### src/rtl/reg_write_arbiter.sv
// Two-requester round-robin write arbiter driving the load/in1 inputs of NREG Register instances.
// Optional grant counters are built when REG_WRITE_ARB_STATS_EN is defined.
module reg_write_arbiter #(
  parameter int DATA_W = 16,
  parameter int NREG   = 4
) (
  input  logic              clk,
  input  logic              rst_n,
  input  logic              req_a,
  input  logic              req_b,
  input  logic [1:0]        addr_a,
  input  logic [1:0]        addr_b,
  input  logic [DATA_W-1:0] data_a,
  input  logic [DATA_W-1:0] data_b,
  output logic              gnt_a,
  output logic              gnt_b,
  output logic [NREG-1:0]   load,
  output logic [DATA_W-1:0] wdata,
  output logic              busy
`ifdef REG_WRITE_ARB_STATS_EN
  ,
  output logic [15:0]       cnt_a,
  output logic [15:0]       cnt_b
`endif
);

  typedef enum logic {
    IDLE  = 1'b0,
    GRANT = 1'b1
  } state_t;

  state_t state_r;
  logic   prefer_b_r;
  logic   win_a_s;
  logic   win_b_s;

  function automatic logic [NREG-1:0] addr_onehot(input logic [1:0] idx);
    logic [NREG-1:0] v;
    v      = {NREG{1'b0}};
    v[idx] = 1'b1;
    return v;
  endfunction

  // Round-robin winner selection; only consulted while idle.
  always_comb begin
    win_a_s = 1'b0;
    win_b_s = 1'b0;
    if (req_a && req_b) begin
      if (prefer_b_r) begin
        win_b_s = 1'b1;
      end else begin
        win_a_s = 1'b1;
      end
    end else if (req_a) begin
      win_a_s = 1'b1;
    end else if (req_b) begin
      win_b_s = 1'b1;
    end else begin
      win_a_s = 1'b0;
      win_b_s = 1'b0;
    end
  end

  // Arbiter FSM with registered grant, load, data and busy outputs.
  always_ff @(posedge clk) begin
    if (!rst_n) begin
      state_r    <= IDLE;
      gnt_a      <= 1'b0;
      gnt_b      <= 1'b0;
      load       <= {NREG{1'b0}};
      wdata      <= {DATA_W{1'b0}};
      busy       <= 1'b0;
      prefer_b_r <= 1'b0;
    end else begin
      case (state_r)
        IDLE: begin
          if (win_a_s) begin
            state_r    <= GRANT;
            gnt_a      <= 1'b1;
            gnt_b      <= 1'b0;
            load       <= addr_onehot(addr_a);
            wdata      <= data_a;
            busy       <= 1'b1;
            prefer_b_r <= 1'b1;
          end else if (win_b_s) begin
            state_r    <= GRANT;
            gnt_a      <= 1'b0;
            gnt_b      <= 1'b1;
            load       <= addr_onehot(addr_b);
            wdata      <= data_b;
            busy       <= 1'b1;
            prefer_b_r <= 1'b0;
          end else begin
            state_r <= IDLE;
            gnt_a   <= 1'b0;
            gnt_b   <= 1'b0;
            load    <= {NREG{1'b0}};
            busy    <= 1'b0;
          end
        end
        // GRANT is a single cycle; requests seen here are deliberately dropped.
        GRANT: begin
          state_r <= IDLE;
          gnt_a   <= 1'b0;
          gnt_b   <= 1'b0;
          load    <= {NREG{1'b0}};
          busy    <= 1'b0;
        end
        default: begin
          state_r <= IDLE;
          gnt_a   <= 1'b0;
          gnt_b   <= 1'b0;
          load    <= {NREG{1'b0}};
          busy    <= 1'b0;
        end
      endcase
    end
  end

`ifdef REG_WRITE_ARB_STATS_EN
  // Per-requester grant counters, free-running wrap at 16 bits.
  always_ff @(posedge clk) begin
    if (!rst_n) begin
      cnt_a <= 16'd0;
      cnt_b <= 16'd0;
    end else if (state_r == IDLE) begin
      if (win_a_s) begin
        cnt_a <= cnt_a + 16'd1;
      end else if (win_b_s) begin
        cnt_b <= cnt_b + 16'd1;
      end else begin
        cnt_a <= cnt_a;
        cnt_b <= cnt_b;
      end
    end else begin
      cnt_a <= cnt_a;
      cnt_b <= cnt_b;
    end
  end
`endif

endmodule
### config.mk
export PLATFORM = sky130hd
export DESIGN_NAME = reg_write_arbiter
export DESIGN_NICKNAME = d
export VERILOG_FILES = /design/src/rtl/reg_write_arbiter.sv
export SDC_FILE = /design/constraint.sdc
export NUM_CORES = 1
export LEC_CHECK = 0
export ABC_AREA = 1
export BUFFER_PORTS_ARGS = -buffer_cell sky130_fd_sc_hd__buf_2
export CAP_MARGIN = 40
export CORE_MARGIN = 4
export CORE_UTILIZATION = 40
export DETAILED_ROUTE_END_ITERATION = 10
export PLACE_DENSITY_LB_ADDON = 0.1
export SYNTH_ARGS = -nofsm -noshare
export SYNTH_HDL_FRONTEND = slang
export SYNTH_SLANG_ARGS = --single-unit
### constraint.sdc
create_clock -name clk -period 2.5 [get_ports clk]
set_input_delay 0.125 -clock clk [delete_from_list [all_inputs] [get_ports clk]]
set_output_delay 0.125 -clock clk [all_outputs]
set_load 0.005 [all_outputs]
==> results_dict.tcl, run 1 <==
set metrics [dict create \
    antenna_found_initial 0 \
    area_growth_pct 28.3 \
    cts_tree "yes" \
    worst_pin_slew_ns 0.666 \
    grt_pass1_vias 1145 \
    clk_path_buf_depth 2 \
    slew_viol_final 0 \
    drv_cap 0 \
    end_kind "flop" \
    max_freq_mhz 621 \
    n_fill_cell 306 \
    drc 0 \
    drt_pass1_iterations 4 \
    worst_ep_arrival_time_ns 1.84 \
    netlist_area_mm2 0.00120 \
    postCtsSetupRepairBufs 0 \
    synth_nets 229 \
    die-area_mm2 0.00394 \
    rsz0062_at_grt "no" \
    final_antenna_net_count 0 \
    drive_above_1_share 0.286 \
    fp.dieW_um 62.8 \
    yosys-top-cells-count "nand2_1 (69), nand3_1 (36), inv_1 (28)" \
    hold_class "in2reg" \
    port_buffers 62 \
    cts_resized 0 \
    synth_warnings 0 \
    yosysMostFrequentCell "nand2_1" \
    ir_worst_vdd_mv 0.374 \
    synth.yosys.seq_area_share 0.400 \
    outcome "completed" \
    crit_chain "nand2_1, nand2_2, nand2_1, nand3_1, nand2_1, inv_1" \
    synth.area.top_cells "dfxtp_1 (40%), nand2_1 (22%), nand3_1 (15%), inv_1 (8.8%), nor2_1 (2.5%)" \
    cts_max_level 1 \
    cp-start-kind "flop" \
    syn_inst 189 \
    die_h_um 62.8 \
    hpwl_um 2180 \
    synth_seq_cells 24 \
    cts_sinks 24 \
    synth_ff_type "dfxtp_1" \
    routabilityCongestion 0.810 \
    cpPeakStageDelay_ns 0.45 \
    yosys.area.top_type_share 0.400 \
    via_per_inst 4.64 \
    layout.nets 286 \
    insertedDiodeCount 0 \
    core_area_mm2 0.00281 \
    cts_inserted_buffers 3 \
    setup_viol 0 \
    worstPathMaxFanout 20 \
    required_ns 2.73 \
    slew_headroom 0.556 \
    power_density_mw_per_mm2 602 \
    fin_tns_setup_ns 0 \
    layout_worst_path_cycle_share 0.644 \
    row_count 19 \
    root_buffer "clkbuf_4" \
    synth_edf_count 0 \
    vias 1281 \
    clk_latency_ns 0.32 \
    cp_slowest_cell "nand2_1" \
    fin_cells 276 \
    synthDistinctLibCells 17 \
    ctsHoldBuffers 0 \
    fin_worst_skew_ns 0.0111 \
    drt_first_iter_violations 53 \
    yosys.area.top_type "dfxtp_1" \
    grt_pass1_wl_um 5090 \
    initial_core_util 0.428 \
    drt-wirelength-per-cell_um 10.8 \
    path_buf_inv 1 \
    critPathKind "reg2reg" \
    period_minus_slack_ns 1.61 \
    wirelength_um 2990 \
    crit_top_cell "nand2_1" \
    final_hold_viol_count 0 \
    multi_input_area_um2 554 \
    ys_async_sr_fraction 0 \
    regArea_um2 480 \
    leakagePower_uw 0.000963 \
    dp.cells 272 \
    ios 63 \
    overflow 0 \
    grt_max_degree 26 \
    clkTransAtPathRegs_ns 0.15 \
    synth.avg_cell_area_um2 6.36 \
    cp_top_family "simple AND/OR/NAND/NOR gates" \
    track_usage 0.156 \
]
final cells by class:
type,count,share of cell area
multi-input cells,127,0.360
flip-flops and latches,24,0.312
repair buffers,62,0.201
clock inverters,1,0.0195
clock buffers,3,0.0146
well taps,31,0.0252
inverters,28,0.0682
tightest hold or removal path, stage by stage:
cell and delay (ns):
buf_2 0.11, nand2_1 0.05, o21ai_0 0.06
cell usage in the layout, fill, tap and decap left out:
cell type	n
a21boi_0	2
a21oi_1	2
buf_2	62
bufinv_16	1
clkbuf_4	3
dfxtp_1	24
inv_1	28
nand2_1	69
nand2_2	1
nand3_1	36
nand4_1	2
nor2_1	8
nor2_2	2
o21ai_0	4
o21ai_2	1
cells by family after synthesis:
family,count (synthesis),share of synthesized area
compound gates,9,0.0448
buf+inv,38,0.139
flops,24,0.400
simple gates,118,0.417
power by group:
| group | leakage [µW] | internal [µW] | switching, µW | total [µW] |
|---|---|---|---|---|
| sequential | 0.000199 | 421 | 17.6 | 439 |
| clock | 0.0000279 | 162 | 126 | 288 |
| combinational | 0.000736 | 88.8 | 112 | 201 |
worst paths after layout:
check,slack (ns),start,cells after the start,endpoint
setup / recovery,0.89,prefer_b_r$_SDFFE_PN0P_,6,wdata[7]$_SDFFE_PN0P_
hold / removal,0.06,addr_a[1],3,load[3]$_SDFF_PP0_
setup reg to reg,0.89,prefer_b_r$_SDFFE_PN0P_,6,wdata[7]$_SDFFE_PN0P_
hold reg to reg,0.52,prefer_b_r$_SDFFE_PN0P_,2,prefer_b_r$_SDFFE_PN0P_
metal layers:
| layer | track usage | share of wire | up-vias |
|---|---|---|---|
| met1 | 0.195 | 0.45 | 543 |
| met3 | 0.0558 | 0.075 | 2 |
| met5 | 0 | 0 | - |
| met4 | 0.0275 | 0.0047 | 0 |
| li1 | - | - | 693 |
| met2 | 0.260 | 0.46 | 43 |
flip-flops by register name, indices dropped and copies added, names as in the netlist:
signal,count
gnt_a,1
gnt_b,1
load,4
prefer_b_r,1
state_r,1
wdata,16
through the flow:
step	total power [µW]	utilization	cell area, µm²	setup WS [ns]	hold WS [ns]
2_1_floorplan	570	-	1200	1.46	0.272
3_3_place_gp	651	0.531	1490	0.937	0.409
3_5_place_dp	651	0.531	1490	0.925	0.417
4_1_cts	943	0.550	1540	0.884	0.0473
5_1_grt	987	0.550	1540	0.723	0.0689
6_report	928	0.550	1540	0.890	0.0640
No activity file was read; power rests on OpenSTA's default activity.
==> run 2: changes to the inputs <==
- ABC_AREA: 1 -> 0
- CORE_UTILIZATION: 40 -> 37
- clock period: 2.5 -> 1.36 ns (I/O delays scaled with it)
==> run 2 against run 1 <==
Sequential power up 80%. Synthesized area down 19%. Worst setup slack worse by 0.65 ns. Clock skew down 0.0058 ns. Final area up 11%. Critical endpoint is now load[2]$_SDFF_PP0_.
==> results_dict.tcl, run 2 <==
set metrics [dict create \
    final_common_cell "buf_2" \
    synth_nets 159 \
    synth_ff_type "dfxtp_1" \
    leakagePower_uw 0.000843 \
    routed.top_layer "met4" \
    wl_met1_um 1160 \
    hold_class "in2reg" \
    final_hold_viol_count 0 \
    die-area_mm2 0.00351 \
    synth.area.top_cells "dfxtp_1 (49%), nand2_1 (12%), a31oi_1 (10%), o21ai_0 (8.2%), o32ai_1 (3.6%)" \
    ys_async_sr_fraction 0 \
    synth.yosys.seq_area_share 0.495 \
    clkTransAtPathRegs_ns 0.13 \
    netlist_area_um2 971 \
    power_frac_clock 0.304 \
    drc 0 \
    top_regs "wdata x16, load x4" \
    synth.avg_cell_area_um2 8.16 \
    syn_inst 119 \
    area_growth_pct 76.5 \
    crit_chain "a21bo_1, or3_1, o32ai_1" \
    clk_latency_ns 0.31 \
    setup_viol 0 \
    drt_pass1_iterations 4 \
    core_area_mm2 0.00250 \
    drv_cap 0 \
    synth_seq_cells 24 \
    synthMuxAreaShare 0 \
    port_buffers 62 \
    layout.nets 256 \
    synth_xor_area_frac 0 \
    top_register "wdata" \
    drt_first_iter_violations 27 \
    fin_worst_skew_ns 0.00530 \
    synth_edf_count 0 \
    final_cell_mix "buf_2 (62), dlygate4sd3_1 (34), nand2_1 (32), dfxtp_1 (24)" \
    grt_pass1_wl_um 4860 \
    fin_tns_setup_ns 0 \
    slew_viol_final 0 \
    max_freq_mhz 890 \
    vias 1188 \
    post_dp_cell_area_mm2 0.00132 \
    drive_above_1_share 0.335 \
    worst_ep_arrival_time_ns 1.35 \
    overflow 0 \
    period_minus_slack_ns 1.12 \
    root_buffer "clkbuf_4" \
    antenna_found_initial 0 \
    wirelength_um 3000 \
    synth_top_family_by_area "compound AO/OA/AOI/OAI gates" \
    internal_power_uw 1270 \
    cp_top_family "flip-flops" \
    power_uw 1680 \
    cts_inserted_buffers 3 \
    end_kind "flop" \
    cp_slowest_cell "dfxtp_1" \
    p_sw_frac 0.240 \
    stdcell_area_mm2 0.00171 \
    wl_met2_um 1650 \
    worst_slack_ns 0.237 \
    pre_cts_slack_ns 0.270 \
    grt_max_degree 34 \
    layout_worst_path_cycle_share 0.826 \
    outcome "completed" \
    critPathKind "reg2reg" \
    yosysMostFrequentCell "nand2_1" \
    power_density_mw_per_mm2 979 \
    insertedDiodeCount 0 \
    cts_sinks 24 \
    synth_fa_ha_area_frac 0 \
    fp.dieW_um 59.2 \
    die_h_um 59.2 \
    path_buf_inv 0 \
    synth_compound_area_frac 0.268 \
    clk_path_buf_depth 2 \
    hpwl_um 1860 \
    yosys.area.top_type_share 0.495 \
    worst_pin_slew_ns 0.304 \
    p_seq_frac 0.472 \
    cp-start-kind "flop" \
    synthDistinctLibCells 21 \
    routabilityCongestion 0.802 \
    cts_max_level 1 \
    synth_warnings 0 \
    slew_headroom 0.797 \
    yosys.area.top_type "dfxtp_1" \
    cts_tree "yes" \
    worstPathMaxFanout 5 \
    final_antenna_net_count 0 \
    wl_met3_um 170 \
    grt_pass1_vias 1116 \
    cpPeakStageDelay_ns 0.37 \
    yosys.area_share.simple 0.173 \
    rsz0062_at_grt "no" \
    track_usage 0.179 \
    postCtsSetupRepairBufs 0 \
    initial_core_util 0.388 \
    p_sw_uw 402 \
    via_per_inst 4.85 \
    row_count 18 \
    ios 63 \
    pwr-share-comb 0.225 \
    ir_worst_vdd_mv 0.675 \
    largest_reg_flops 16 \
    yosys-top-cells-count "nand2_1 (32), dfxtp_1 (24), a31oi_1 (16), o21ai_0 (16), inv_1 (6)" \
    required_ns 1.59 \
    drt-wirelength-per-cell_um 12.2 \
]
-- run 2: worst paths after layout --
path | to | from | cells after the start | slack, ns
setup / recovery | load[2]$_SDFF_PP0_ | prefer_b_r$_SDFFE_PN0P_ | 3 | 0.24
hold / removal | wdata[14]$_SDFFE_PN0P_ | data_a[14] | 3 | 0.01
setup reg to reg | load[2]$_SDFF_PP0_ | prefer_b_r$_SDFFE_PN0P_ | 3 | 0.24
hold reg to reg | prefer_b_r$_SDFFE_PN0P_ | state_r$_SDFF_PP0_ | 2 | 0.55
-- run 2: area by class of cell --
| type | instances | area, µm² |
|---|---|---|
| flip-flops and latches | 24 | 480 |
| repair buffers | 100 | 693 |
| multi-input cells | 81 | 428 |
| inverters | 6 | 22.5 |
| fillers | 194 | 786 |
| clock buffers | 3 | 22.5 |
| well taps | 30 | 37.5 |
| clock inverters | 1 | 30.0 |
-- run 2: power groups by stage --
stage,clock network [µW],registers (µW),logic [µW]
floorplan,0,813,140
global placement,0,805,297
detailed placement,0,806,302
CTS,521,791,376
global route,551,799,419
finish,509,791,377
-- run 2: per-layer routing --
layer | GRT usage | vias to the layer above
li1 | - | 609
met1 | 0.205 | 543
met2 | 0.334 | 34
met3 | 0.0305 | 2
met4 | 0.0485 | 0
met5 | 0 | -
-- run 2: per-stage QoR --
| stage | cells | hold WS (ns) | utilization |
|---|---|---|---|
| final | 245 | 0.0108 | 0.686 |
| after global routing | 245 | 0.00392 | 0.686 |
| after CTS | 245 | 0.00227 | 0.686 |
| after detailed placement | 207 | 0.302 | 0.529 |
| after global placement | 207 | 0.287 | 0.529 |
| after floorplan | 119 | 0.167 | - |
-- run 2: tightest hold or removal path: stages --
cell,delay (ns)
buf_2,0.10
nand2_1,0.05
a31oi_1,0.07
-- run 2: what timing repair did --
| action | CTS | global route |
|---|---|---|
| gates resized for setup | 0 | 0 |
| hold endpoints to repair | 19 | 0 |
| hold buffers | 34 | 0 |
-- run 2: kinds of logic (layout without fill, tap and decap cells) --
family / after synthesis / after routing
simple gates: 40 / 40
flops: 24 / 24
compound gates: 41 / 41
buf+inv: 14 / 110
